$ cat config.mk
export PLATFORM = sky130hd
export DESIGN_NAME = fp_seq_subtractor
export DESIGN_NICKNAME = d
export VERILOG_FILES = /design/src/rtl/fp_seq_subtractor.sv
export SDC_FILE = /design/constraint.sdc
export NUM_CORES = 1
export LEC_CHECK = 0
export CAP_MARGIN = 15
export CELL_PAD_IN_SITES_DETAIL_PLACEMENT = 0
export CELL_PAD_IN_SITES_GLOBAL_PLACEMENT = 1
export CORE_UTILIZATION = 46
export CTS_BUF_LIST = sky130_fd_sc_hd__clkbuf_16
export DETAILED_ROUTE_END_ITERATION = 8
export PLACE_DENSITY = 0.87
export SYNTH_ARGS = -nofsm -noshare
export SYNTH_HDL_FRONTEND = slang
export SYNTH_SLANG_ARGS = --single-unit
$ cat constraint.sdc
create_clock -name clk -period 8.7 [get_ports clk]
set_input_delay 0.87 -clock clk [delete_from_list [all_inputs] [get_ports clk]]
set_output_delay 0.87 -clock clk [all_outputs]
set_load 0.01 [all_outputs]
$ cat src/rtl/fp_seq_subtractor.sv
// -----------------------------------------------------------------------------
// fp_seq_subtractor
//   Multi-cycle subtractor, result = a - b, on fp_pkg::float operands.
//   The subtrahend is negated and the pair is then handled as an addition:
//   operands are sorted by magnitude, the small mantissa is aligned one bit
//   per cycle, added or subtracted, and the sum is normalised one bit per
//   cycle. All arithmetic truncates (no guard/round/sticky bits).
//
// Ports
//   clk        in   clock, rising edge
//   rst_n      in   asynchronous active-low reset
//   in_valid   in   a/b hold a valid operand pair
//   in_ready   out  idle, operands are accepted this cycle if in_valid
//   a          in   minuend
//   b          in   subtrahend
//   out_valid  out  result is valid (held until out_ready)
//   out_ready  in   consumer takes the result
//   result     out  registered difference
// -----------------------------------------------------------------------------
package fp_pkg;
   localparam int EXPONENT_BITS = 8;
   localparam int FRACTION_BITS = 23;

   typedef struct packed {
      logic                     sign;
      logic [EXPONENT_BITS-1:0] exp;
      logic [FRACTION_BITS-1:0] frac;
   } float;
endpackage

module fp_seq_subtractor
   import fp_pkg::*;
(
   input  logic clk,
   input  logic rst_n,
   input  logic in_valid,
   output logic in_ready,
   input  float a,
   input  float b,
   output logic out_valid,
   input  logic out_ready,
   output float result
);

   localparam int EW = EXPONENT_BITS;
   localparam int FW = FRACTION_BITS;
   localparam int LIM = FW + 2;
   localparam logic [EW-1:0] LIM_E = EW'(LIM);
   localparam logic [EW-1:0] ONE_E = EW'(1);

   typedef enum logic [2:0] {S_IDLE, S_ALIGN, S_ADD, S_NORM, S_DONE} state_t;

   state_t          r_state;
   state_t          w_state_next;

   logic            r_sign_big;    // doubles as the result sign after ADD
   logic            r_sign_small;
   logic            r_zero_sign;   // sign used when tmp == 0 (only set for 0 - 0)
   logic [EW-1:0]   r_exp;         // big exponent, then result exponent
   logic [EW-1:0]   r_diff;
   logic [FW:0]     r_mant_big;
   logic [FW:0]     r_mant_small;
   logic [FW+1:0]   r_tmp;

   float            w_b_neg;
   float            w_big;
   float            w_small;
   logic            w_a_big;
   logic            w_accept;
   logic            w_both_zero;
   logic [FW+1:0]   w_sum;
   logic [FW+1:0]   w_tmp_sh;
   logic [EW-1:0]   w_exp_dec;

   assign w_accept    = in_valid && in_ready;
   assign w_b_neg     = {~b.sign, b.exp, b.frac};
   // Tie on magnitude keeps a as the big operand.
   assign w_a_big     = {a.exp, a.frac} >= {b.exp, b.frac};
   assign w_big       = w_a_big ? a : w_b_neg;
   assign w_small     = w_a_big ? w_b_neg : a;
   assign w_both_zero = ({a.exp, a.frac} == '0) && ({b.exp, b.frac} == '0);

   // Big magnitude >= small magnitude, so the difference never goes negative.
   assign w_sum = (r_sign_big == r_sign_small)
                  ? ({1'b0, r_mant_big} + {1'b0, r_mant_small})
                  : ({1'b0, r_mant_big} - {1'b0, r_mant_small});

   assign w_tmp_sh  = r_tmp << 1;
   assign w_exp_dec = r_exp - ONE_E;

   assign result = {r_sign_big, r_exp, r_tmp[FW-1:0]};

   // State register
   always_ff @(posedge clk or negedge rst_n) begin
      if (!rst_n) begin
         r_state <= S_IDLE;
      end else begin
         r_state <= w_state_next;
      end
   end

   // Next-state and handshake flags
   always_comb begin
      w_state_next = r_state;
      in_ready     = 1'b0;
      out_valid    = 1'b0;
      case (r_state)
         S_IDLE: begin
            in_ready = 1'b1;
            if (w_accept) w_state_next = S_ALIGN;
         end
         S_ALIGN: begin
            if (r_diff >= LIM_E || r_diff <= ONE_E) w_state_next = S_ADD;
         end
         S_ADD: begin
            if (w_sum == '0 || w_sum[FW+1] || w_sum[FW] || r_exp == '0)
               w_state_next = S_DONE;
            else
               w_state_next = S_NORM;
         end
         S_NORM: begin
            // Decision is taken on the values this shift produces.
            if (w_tmp_sh[FW] || w_exp_dec == '0) w_state_next = S_DONE;
         end
         S_DONE: begin
            out_valid = 1'b1;
            if (out_ready) w_state_next = S_IDLE;
         end
         default: w_state_next = S_IDLE;
      endcase
   end

   // Datapath
   always_ff @(posedge clk or negedge rst_n) begin
      if (!rst_n) begin
         r_sign_big   <= 1'b0;
         r_sign_small <= 1'b0;
         r_zero_sign  <= 1'b0;
         r_exp        <= '0;
         r_diff       <= '0;
         r_mant_big   <= '0;
         r_mant_small <= '0;
         r_tmp        <= '0;
      end else begin
         case (r_state)
            S_IDLE: begin
               if (w_accept) begin
                  r_sign_big   <= w_big.sign;
                  r_sign_small <= w_small.sign;
                  r_zero_sign  <= w_both_zero & a.sign & ~b.sign;
                  r_exp        <= w_big.exp;
                  r_diff       <= w_big.exp - w_small.exp;
                  r_mant_big   <= {|w_big.exp, w_big.frac};
                  r_mant_small <= {|w_small.exp, w_small.frac};
               end
            end
            S_ALIGN: begin
               if (r_diff >= LIM_E) begin
                  r_mant_small <= '0;
               end else if (r_diff <= ONE_E) begin
                  r_mant_small <= r_mant_small >> r_diff[0];
               end else begin
                  r_mant_small <= r_mant_small >> 1;
                  r_diff       <= r_diff - ONE_E;
               end
            end
            S_ADD: begin
               if (w_sum == '0) begin
                  r_sign_big <= r_zero_sign;
                  r_exp      <= '0;
                  r_tmp      <= '0;
               end else if (w_sum[FW+1]) begin
                  r_tmp <= w_sum >> 1;
                  r_exp <= r_exp + ONE_E;
               end else begin
                  r_tmp <= w_sum;
               end
            end
            S_NORM: begin
               r_tmp <= w_tmp_sh;
               r_exp <= w_exp_dec;
            end
            default: ;
         endcase
      end
   end

endmodule

; Yosys cells after proc, flatten, opt, wreduce, memory -nomap -nowiden
; Cells that the tools add are included.
[word_totals]
input_bits = 68
out_inout_bits = 34
elab_cells = 89
register_bits = 93
[classes]
n_eq_ne = 13
n_lt_le_gt_ge = 3
shift = 1
mux = 29
n_bitwise = 3
reduce_logical = 25
add_sub_neg = 6
[op_table]
columns = cell, count
row1 = $mux 24, 3
row2 = $mux 32, 2
row3 = $logic_not 31->1, 2
row4 = $mux 8, 6
row5 = $pmux 24 s2, 1
row6 = $mux 23, 2
row7 = $pmux 23 s2, 1
row8 = $ge 31x31->1, 1
row9 = $add 24x24->25, 1
row10 = $logic_not 25->1, 1
row11 = $mux 25, 1
row12 = $sub 24x24->25, 1
row13 = $pmux 8 s3, 1
row14 = $shr 24x1->24, 1
row15 = $logic_not 8->1, 2
row16 = $pmux 8 s2, 1
row17 = $reduce_or 8->1, 2
row18 = $sub 8x1->8 const B, 2
row19 = $mux 3, 5
row20 = $pmux 3 s5, 1
row21 = $ne 2x2->1 const B, 7
row22 = $add 8x1->8 const B, 1
row23 = $ge 8x5->1 const B, 1
row24 = $le 8x1->1 const B, 1
row25 = other kinds (18), 33

; Depth between registers and ports, before layout
; Gate-level depths: netlist of the first run.
[logic_depth]
depth_word = 8
ltp_mapped = 20
depth_no_buf = 18

; Worst setup path after synthesis of the first run
; Ideal clock, no wire load.
[synth_timing]
kind = flip-flop to flip-flop
startpoint = register r_sign_small
endpoint = register r_exp[4]
n_path_buf = 1
path_slack_ns = 4.534
setup_time_ns = 0.104
required_ns = 8.596
t_arrival_ns = 4.062
path_stages_with_launch = 15
synth_period_minus_slack_ns = 4.166
path_cell_list = dfrtp_1 -> xnor2_1 -> clkbuf_1 -> nor2_1 -> xor2_1 -> ha_1 -> o21ai_0 -> a21oi_2 -> o21a_1 -> or3_4 -> a2111oi_2 -> nor4b_2 -> nand4b_2 -> a31o_2 -> o41ai_2
[synth_between]
elab_chain_len = 5
word_cells_on_any_way = 7
cone_classes = eq/ne: 2 / mux: 3 / reduce/logical: 2
[synth_rtl]
columns = item, line_no
row1 = start: declaration, 57  ; logic r_sign_small;
row2 = start signal: assignment, 149  ; r_sign_small <= w_small.sign;
row3 = $eq 1x1->1 (*), 84  ; assign w_sum = (r_sign_big == r_sign_small)
row4 = $mux 25 (*), 85  ; ? ({1'b0, r_mant_big} + {1'b0, r_mant_small})
row5 = $logic_not 25->1, 168  ; if (w_sum == '0) begin
row6 = $ne 3x3->1 (no source line) or $mux 8 (tied branches), --
row7 = $reduce_and 3->1 (no source line) or $pmux 8 s3 (tied branches), --
row8 = end signal: assignment, 151  ; r_exp <= w_big.exp;
row9 = end signal: assignment, 174  ; r_exp <= r_exp + ONE_E;
row10 = end signal: assignment, 181  ; r_exp <= w_exp_dec;
row11 = end: declaration, 59  ; logic [EW-1:0] r_exp;
; Mark *: on every way between the ends. The rest lies on a longest branch, timed or not.
; A chain may end at the register's enable or synchronous reset.

; Worst setup path after layout of the first run
[layout_timing]
startpoint = register r_sign_big
endpoint = register r_sign_big
[layout_between]
elab_chain_len = 5
[layout_rtl]
columns = item, line_no
row1 = start: declaration, 56  ; logic r_sign_big;
row2 = start signal: assignment, 148  ; r_sign_big <= w_big.sign;
row3 = start signal: assignment, 169  ; r_sign_big <= r_zero_sign;
row4 = $eq 1x1->1, 84
row5 = $mux 25, 85
row6 = $logic_not 25->1, 168
row7 = $ne 2x2->1 (no source line), --
row8 = $reduce_and 3->1 (no source line), --
; Every way passes these cells.

==> impl_metrics.env, run 1 <==
export IMPL_grt_max_degree=70
export IMPL_drtIter0Drc=697
export IMPL_n_fill_cell=1824
export IMPL_wl_per_cell_um=17.1
export IMPL_antenna_found_initial=0
export IMPL_finalSetupTns_ps=0
export IMPL_synth_edff_count=0
export IMPL_grt_pass1_vias=7896
export IMPL_worstPathMaxFanout=10
export IMPL_syn_to_final_growth_pct=16.5
export IMPL_nets=1388
export IMPL_critPathLaunchType="flop"
export IMPL_critPathSlowestCell="xor2_1"
export IMPL_cpPeakStageDelay_ps=610
export IMPL_pin_count=102
export IMPL_die_y_um=141
export IMPL_antennaDiodeCount=0
export IMPL_crit_path_end_kind="flop"
export IMPL_die_w_um=141
export IMPL_grt_pass1_wl_mm=41.7
export IMPL_cap_violations=0
export IMPL_status="complete, no violations"
export IMPL_hp_class="in -> async"
export IMPL_gp_congestion=0.903
export IMPL_routed_via_density=5.89
export IMPL_ant_nets=0
export IMPL_portBuffers=101
export IMPL_clock_root_buffer="clkbuf_16"
export IMPL_dr_total_vias=8809
export IMPL_clock_skew_ps=18.1
export IMPL_synth_avg_cell_area_sq_um=7.37
export IMPL_min_period_ps=4910
export IMPL_timing_final_crit_share_pct=56.4
export IMPL_track_usage_pct=26.5
export IMPL_crit_start="r_sign_big"
export IMPL_seq_area_sq_um=2330
export IMPL_utilization_pct=54.8
export IMPL_cp_buffers_inverters=0
export IMPL_cts_buffer_depth=2
export IMPL_rsz0062_at_grt="false"
export IMPL_drt_pass1_iter_count=6
export IMPL_synth_ff_latch_count=93
export IMPL_slew_headroom_pct=28.1
export IMPL_clkTransAtPathRegs_ps=80
export IMPL_crit_arrival_ps=5160
export IMPL_cts_resized=0
export IMPL_cp_required_ps=8960
export IMPL_muxShareOfSynthArea_pct=1.06
export IMPL_grt_overflow=0
export IMPL_cts_hold_fix_buffers=0
export IMPL_cp_cell_sequence="xor2_1, o21ai_0, xnor2_1, ha_1, a21oi_1, o21ai_1, a211oi_2, xor2_1, o21ai_1, a2111oi_0, and4b_1, nor3b_4, a211oi_1, a311oi_1"
export IMPL_row_count=50
export IMPL_dp_hpwl_mm=19.7
export IMPL_path_class="reg -> reg"
export IMPL_cts_setup_buffers=0
export IMPL_syn_nets=1330
export IMPL_synthAdderAreaFrac_pct=9.15
export IMPL_hold_viol_final=0
export IMPL_clock_sinks=93
export IMPL_async_reset_ff_share_pct=100
export IMPL_worst_pin_slew_ps=1080
export IMPL_drt_total_wl_mm=25.6
export IMPL_core_region_area_sq_um=18800
export IMPL_setup_viol=0
export IMPL_synth_top_family_by_area="compound AO/OA/AOI/OAI gates"
export IMPL_drc=0
export IMPL_drive_above_1_share_pct=5.87
export IMPL_cts_tree="yes"
export IMPL_ys_types=87
export IMPL_synth_compound_area_share_pct=27.7
export IMPL_regToRegStartpoint="r_sign_big"
export IMPL_synthCells=1198
export IMPL_htree_levels=3
export IMPL_yosys_warnings=0
export IMPL_multi_input_comb_area_sq_um=6010
export IMPL_initial_core_util_pct=47.0
export IMPL_yosys_area_share_simple_pct=24.3
export IMPL_cts_buffers_inserted=9
export IMPL_rrSetupSlack_ps=3790
export IMPL_synth_xor_area_share_pct=5.36
export IMPL_netlist_area_sq_um=8830
export IMPL_maxSlewViolCount=0
export IMPL_clk_latency_ps=360
export IMPL_path_delay_family="compound AO/OA/AOI/OAI gates"
export IMPL_yosysSeqAreaShare_pct=26.4
export IMPL_synth_flop_cell="dfrtp_1"
export IMPL_fmax_ghz=0.204
export IMPL_fp_dieArea_sq_um=19800
==> state kept, by name (all words and copies together), names as in the netlist <==
name          count
r_diff            8
r_exp             8
r_mant_big       24
r_mant_small     24
r_sign_big        1
r_sign_small      1
r_state           3
r_tmp            23
r_zero_sign       1
==> cell usage in the layout, fill, tap and decap left out, types with 27 or more instances in the layout <==
master / netlist / routed
dfrtp_1: 93 / 93
clkdlybuf4s50_1: 0 / 100
ha_1: 63 / 63
a31oi_1: 32 / 32
nor2_1: 126 / 126
inv_1: 60 / 60
xor2_1: 28 / 27
o21ai_0: 83 / 83
a21oi_1: 147 / 146
nand2_1: 190 / 190
==> cell type report <==
class	instances	share of cell area, %
sequential	93	22.6
inverter	60	2.19
multi-input combinational	979	58.5
clock buffer	9	2.19
timing repair buffer	113	10.7
tap	234	2.85
clock inverter	7	0.998
==> through the flow <==
step | std cells | hold slack [ps] | cell area, sq um | setup slack, ps
after floorplan | 1198 | 505 | 8830 | 4530
after global placement | 1479 | 488 | 9960 | 3750
after detailed placement | 1479 | 494 | 9960 | 3610
after CTS | 1495 | 501 | 10300 | 3820
after global routing | 1495 | 521 | 10300 | 3490
final | 1495 | 478 | 10300 | 3790
==> logic make-up (layout without fill, tap and decap cells) <==
| group | count (synthesis) | count (layout) |
|---|---|---|
| simple gates | 462 | 462 |
| flops | 93 | 93 |
| compound gates | 390 | 390 |
| mux | 9 | 9 |
| fa+ha+maj | 64 | 64 |
| buf+inv | 126 | 189 |
| xor+xnor | 54 | 54 |
==> per-layer routing <==
layer  up-vias  GRT usage [%]  share of wire, %
met3        17           4.48               5.1
met1      4118           40.0                52
li1       4436              -                 -
met2       238           39.1                42
met4         0           5.72               1.1
met5         -              0                 0
==> synth_stat cells, types with 6 or more instances <==
library cell | number | area share, %
nand2_1 | 190 | 8.1
a21oi_1 | 147 | 8.3
nor2_1 | 126 | 5.4
dfrtp_1 | 93 | 26
o21ai_0 | 83 | 4.7
ha_1 | 63 | 8.9
inv_1 | 60 | 2.6
clkbuf_1 | 50 | 2.1
a31oi_1 | 32 | 2.3
xor2_1 | 28 | 2.8
xnor2_1 | 26 | 2.6
nor3_1 | 25 | 1.4
nor4_1 | 20 | 1.4
nand3_1 | 19 | 1.1
nand4_1 | 19 | 1.3
a211oi_1 | 14 | 1.2
a21o_1 | 13 | 1.1
o211ai_1 | 12 | 1.0
and3_1 | 9 | 0.64
buf_6 | 7 | 0.89
nand2b_1 | 7 | 0.50
nor2b_1 | 7 | 0.50
o22ai_1 | 7 | 0.50
o31ai_1 | 7 | 0.60
mux2i_1 | 6 | 0.68
==> path summary, 6_finish.rpt <==
| check | end | cells past startpoint |
|---|---|---|
| worst min-delay path | r_tmp[3] | 1 |
| max in group asynchronous | r_diff[2] | 2 |
| worst max-delay path | r_sign_big | 14 |
| worst min register to register | r_tmp[13] | 2 |
| min in group clk | r_tmp[13] | 2 |
| worst max register to register | r_sign_big | 14 |
==> worst reg2reg max path: stages, from the launching register on <==
cell	delay, ps
dfrtp_1	430
xor2_1	610
o21ai_0	240
xnor2_1	180
ha_1	420
a21oi_1	310
o21ai_1	120
a211oi_2	430
xor2_1	320
o21ai_1	100
a2111oi_0	500
and4b_1	330
nor3b_4	390
a211oi_1	140
a311oi_1	290
Power of run 1 is left out: the tool's default activity adds up to more than one toggle a clock period on the data nets, which glitch-free logic cannot reach.
==> run 2, diff against run 1 <==
- CORE_UTILIZATION: 46 -> 42
- PLACE_DENSITY: 0.87 -> 0.81
- clock period: 8.7 -> 4.99 ns (I/O delays scaled with it)
==> impl_metrics.env, run 2 (same netlist as run 1, synthesis figures left out) <==
export IMPL_drt_total_wl_mm=25.8
export IMPL_syn_to_final_growth_pct=17.3
export IMPL_setup_viol=0
export IMPL_ant_nets=0
export IMPL_final_common_cell="nand2_1"
export IMPL_final_area_sq_um=10400
export IMPL_hp_class="in -> async"
export IMPL_clock_skew_ps=11.9
export IMPL_worst_pin_slew_ps=771
export IMPL_cts_buffer_depth=2
export IMPL_fmax_ghz=0.221
export IMPL_gp_congestion=0.939
export IMPL_placed_area_sq_um=10100
export IMPL_finalSetupTns_ps=0
export IMPL_dp_hpwl_mm=19.9
export IMPL_crit_path_end_kind="flop"
export IMPL_path_class="reg -> reg"
export IMPL_top_regs="r_mant_big x24, r_mant_small x24, r_tmp x23"
export IMPL_rrSetupSlack_ps=470
export IMPL_cts_tree="yes"
export IMPL_min_period_ps=4520
export IMPL_crit_arrival_ps=4750
export IMPL_drt_pass1_iter_count=5
export IMPL_pre_cts_slack_ps=553
export IMPL_pin_count=102
export IMPL_utilization_pct=50.7
export IMPL_status="complete, no violations"
export IMPL_grt_pass1_vias=7934
export IMPL_grt_pass1_wl_mm=42.3
export IMPL_cts_buffers_inserted=9
export IMPL_clk_latency_ps=360
export IMPL_rsz0062_at_grt="false"
export IMPL_clock_sinks=93
export IMPL_portBuffers=101
export IMPL_clkTransAtPathRegs_ps=80
export IMPL_htree_levels=3
export IMPL_fp_dieArea_sq_um=21600
export IMPL_slew_headroom_pct=48.5
export IMPL_cts_hold_fix_buffers=0
export IMPL_clock_root_buffer="clkbuf_16"
export IMPL_timing_final_crit_share_pct=90.6
export IMPL_grt_overflow=0
export IMPL_hold_viol_final=0
export IMPL_cp_required_ps=5220
export IMPL_drc=0
export IMPL_critPathLaunchType="flop"
export IMPL_routed_via_density=5.74
export IMPL_layout_common_cells="nand2_1, a21oi_1, nor2_1"
export IMPL_wl_per_cell_um=16.8
export IMPL_antenna_found_initial=0
export IMPL_core_region_area_sq_um=20400
export IMPL_worstPathMaxFanout=22
export IMPL_cts_setup_buffers=0
export IMPL_reg2reg_to="r_tmp[17]"
export IMPL_cts_resized=0
export IMPL_die_w_um=147
export IMPL_drive_above_1_share_pct=6.46
export IMPL_initial_core_util_pct=43.2
export IMPL_r2r_cells=17
export IMPL_track_usage_pct=24.3
export IMPL_grt_max_degree=59
export IMPL_regToRegStartpoint="r_mant_small[8]"
export IMPL_die_y_um=147
export IMPL_nets=1396
export IMPL_maxSlewViolCount=0
export IMPL_drtIter0Drc=639
export IMPL_cap_violations=0
export IMPL_row_count=52
export IMPL_fin_ws_ps=469
export IMPL_dr_total_vias=8827
export IMPL_antennaDiodeCount=0
==> run 2: changes by cell type in the layout (fill, tap and decap cells not counted) <==
cell and delta:
buf_12 +1, buf_4 +7, bufinv_16 -1, clkinv_4 -1, clkinv_8 -2, clkinvlp_4 +1
inv_6 +4, inv_8 -1
==> run 2: cell type report <==
class,count,area (sq um)
Clock buffer,9,225
Sequential cell,93,2330
Fill cell,2104,10100
Tap cell,270,338
Multi-Input combinational cell,979,6010
Inverter,60,225
Timing Repair Buffer,121,1170
Clock inverter,7,62.6
==> run 2: worst max-delay path, stage by stage (launching register included) <==
cell      delay [ps]
dfrtp_1          430
nor4_2           340
nand2b_1         170
nor2_1           140
nand2_1          120
o31ai_1          290
xnor2_1          170
ha_1             340
a21oi_1          270
o21ai_1          170
a221o_1          380
o31a_1           370
xor2_2           450
buf_12           220
nor2_1            40
or3_1            330
o21ai_0           70
o21ai_0           90
==> run 2: routing by layer <==
metal	GRT usage, %	vias to the layer above	wire length, um	part of all wire [%]
li1	-	4451	-	-
met1	37.2	4117	13500	52
met2	35.9	232	10800	42
met3	2.95	27	1150	4.5
met4	5.98	0	361	1.4
met5	0	-	0	0
==> run 2: per-stage QoR <==
stage | std cells | hold WS [ps]
6_report | 1539 | 137
4_1_cts | 1539 | 151
3_5_place_dp | 1523 | 495
5_1_grt | 1539 | 184
2_1_floorplan | 1198 | 203
3_3_place_gp | 1523 | 490
==> run 2: how the worst max path moves through the flow <==
stage                                from         end
final                     r_mant_small[8]   r_tmp[17]
after global routing      r_mant_small[3]  r_sign_big
after CTS                 r_mant_small[8]    r_exp[4]
after detailed placement  r_mant_small[8]    r_exp[4]
after global placement    r_mant_small[8]    r_exp[5]
after floorplan              r_sign_small    r_exp[4]
Power of run 2 is left out for the same reason.
==> run 3, diff against run 2 <==
- CORE_MARGIN: not set -> 3
==> impl_metrics.env, run 3 (same netlist as run 1, synthesis figures left out) <==
export IMPL_gp_congestion=0.910
export IMPL_rsz0062_at_grt="false"
export IMPL_clock_root_buffer="clkbuf_16"
export IMPL_die_w_um=151
export IMPL_htree_levels=3
export IMPL_syn_to_final_growth_pct=17.3
export IMPL_portBuffers=101
export IMPL_crit_arrival_ps=4750
export IMPL_status="complete, no violations"
export IMPL_clock_sinks=93
export IMPL_cts_setup_buffers=0
export IMPL_cap_violations=0
export IMPL_crit_path_end_kind="flop"
export IMPL_cts_buffer_depth=2
export IMPL_final_common_cell="nand2_1"
export IMPL_pin_count=102
export IMPL_path_class="reg -> reg"
export IMPL_wl_per_cell_um=17.1
export IMPL_nets=1395
export IMPL_clkTransAtPathRegs_ps=70
export IMPL_slew_headroom_pct=46.1
export IMPL_worst_pin_slew_ps=808
export IMPL_timing_final_crit_share_pct=90.0
export IMPL_maxSlewViolCount=0
export IMPL_top_regs="r_mant_big x24, r_mant_small x24, r_tmp x23"
export IMPL_grt_overflow=0
export IMPL_drc=0
export IMPL_dp_hpwl_mm=20.2
export IMPL_track_usage_pct=23.2
export IMPL_grt_pass1_wl_mm=42.5
export IMPL_core_region_area_sq_um=20400
export IMPL_die_y_um=151
export IMPL_finalSetupTns_ps=0
export IMPL_fmax_ghz=0.223
export IMPL_grt_max_degree=59
export IMPL_antennaDiodeCount=0
export IMPL_ant_nets=0
export IMPL_fp_dieArea_sq_um=22800
export IMPL_cp_cell_sequence="nor4_2, nand2b_1, nor2_1, nand2_1, o31ai_1, xnor2_1, ha_1, a21oi_1, o21ai_1, a221o_1, or3_1, and2_1, nor4b_2, nand4b_2, a31o_2, o41ai_2"
export IMPL_drt_total_wl_mm=26.2
export IMPL_cts_hold_fix_buffers=0
export IMPL_worstPathMaxFanout=7
export IMPL_setup_viol=0
export IMPL_cts_resized=0
export IMPL_critPathSlowestCell="dfrtp_1"
export IMPL_layout_common_cells="nand2_1, a21oi_1, nor2_1"
export IMPL_hp_class="in -> async"
export IMPL_cpPeakStageDelay_ps=430
export IMPL_routed_via_density=5.74
export IMPL_drive_above_1_share_pct=6.39
export IMPL_grt_pass1_vias=7942
export IMPL_min_period_ps=4490
export IMPL_cts_tree="yes"
export IMPL_drt_pass1_iter_count=5
export IMPL_path_delay_family="simple AND/OR/NAND/NOR gates"
export IMPL_row_count=52
export IMPL_drtIter0Drc=571
export IMPL_critPathLaunchType="flop"
export IMPL_hold_viol_final=0
export IMPL_cp_buffers_inverters=0
export IMPL_dr_total_vias=8825
export IMPL_antenna_found_initial=0
export IMPL_initial_core_util_pct=43.2
export IMPL_clk_latency_ps=370
export IMPL_cp_required_ps=5250
export IMPL_cts_buffers_inserted=9
export IMPL_clock_skew_ps=7.57
## run 3: cell count changes in the layout (fill, tap and decap cells not counted), sizes merged
cell / previous run / this run
clkinvlp: 1 / 0
clkinv: 0 / 3
buf: 21 / 20
inv: 66 / 64
## run 3: layer usage
metal / share of wire (%) / vias to the layer above / global-route usage [%]
li1: - / 4442 / -
met1: 50 / 4098 / 36.0
met2: 42 / 261 / 33.0
met3: 6.3 / 24 / 4.04
met4: 1.7 / 0 / 5.49
met5: 0 / - / 0
## run 3: cell type report
type	count	area (sq um)
timing repair buffer	120	1160
inverter	60	225
fill	2027	10100
clock inverter	7	66.3
clock buffer	9	225
tap	270	338
multi-input combinational	979	6010
sequential	93	2330
## run 3: final timing paths
check                                start        endpoint  slack, ps  cells after the start
hold reg to reg                   r_tmp[4]        r_tmp[4]        510                      2
max in group asynchronous            rst_n  r_mant_big[17]       3820                      2
hold / removal                       rst_n        r_tmp[3]        140                      1
setup / recovery           r_mant_small[8]        r_exp[4]        500                     16
min in group clk                  r_tmp[4]        r_tmp[4]        510                      2
setup reg to reg           r_mant_small[8]        r_exp[4]        500                     16
## run 3: per-stage QoR
step	hold WS, ps	instance area (sq um)	cells	worst slack, ps	utilization, %
global route	199	10400	1538	20.9	50.7
floorplan	203	8830	1198	824	-
CTS	169	10400	1538	412	50.7
detailed placement	496	10100	1522	438	49.3
finish	137	10400	1538	497	50.7
global placement	493	10100	1522	589	49.3
Power of run 3 is left out for the same reason.
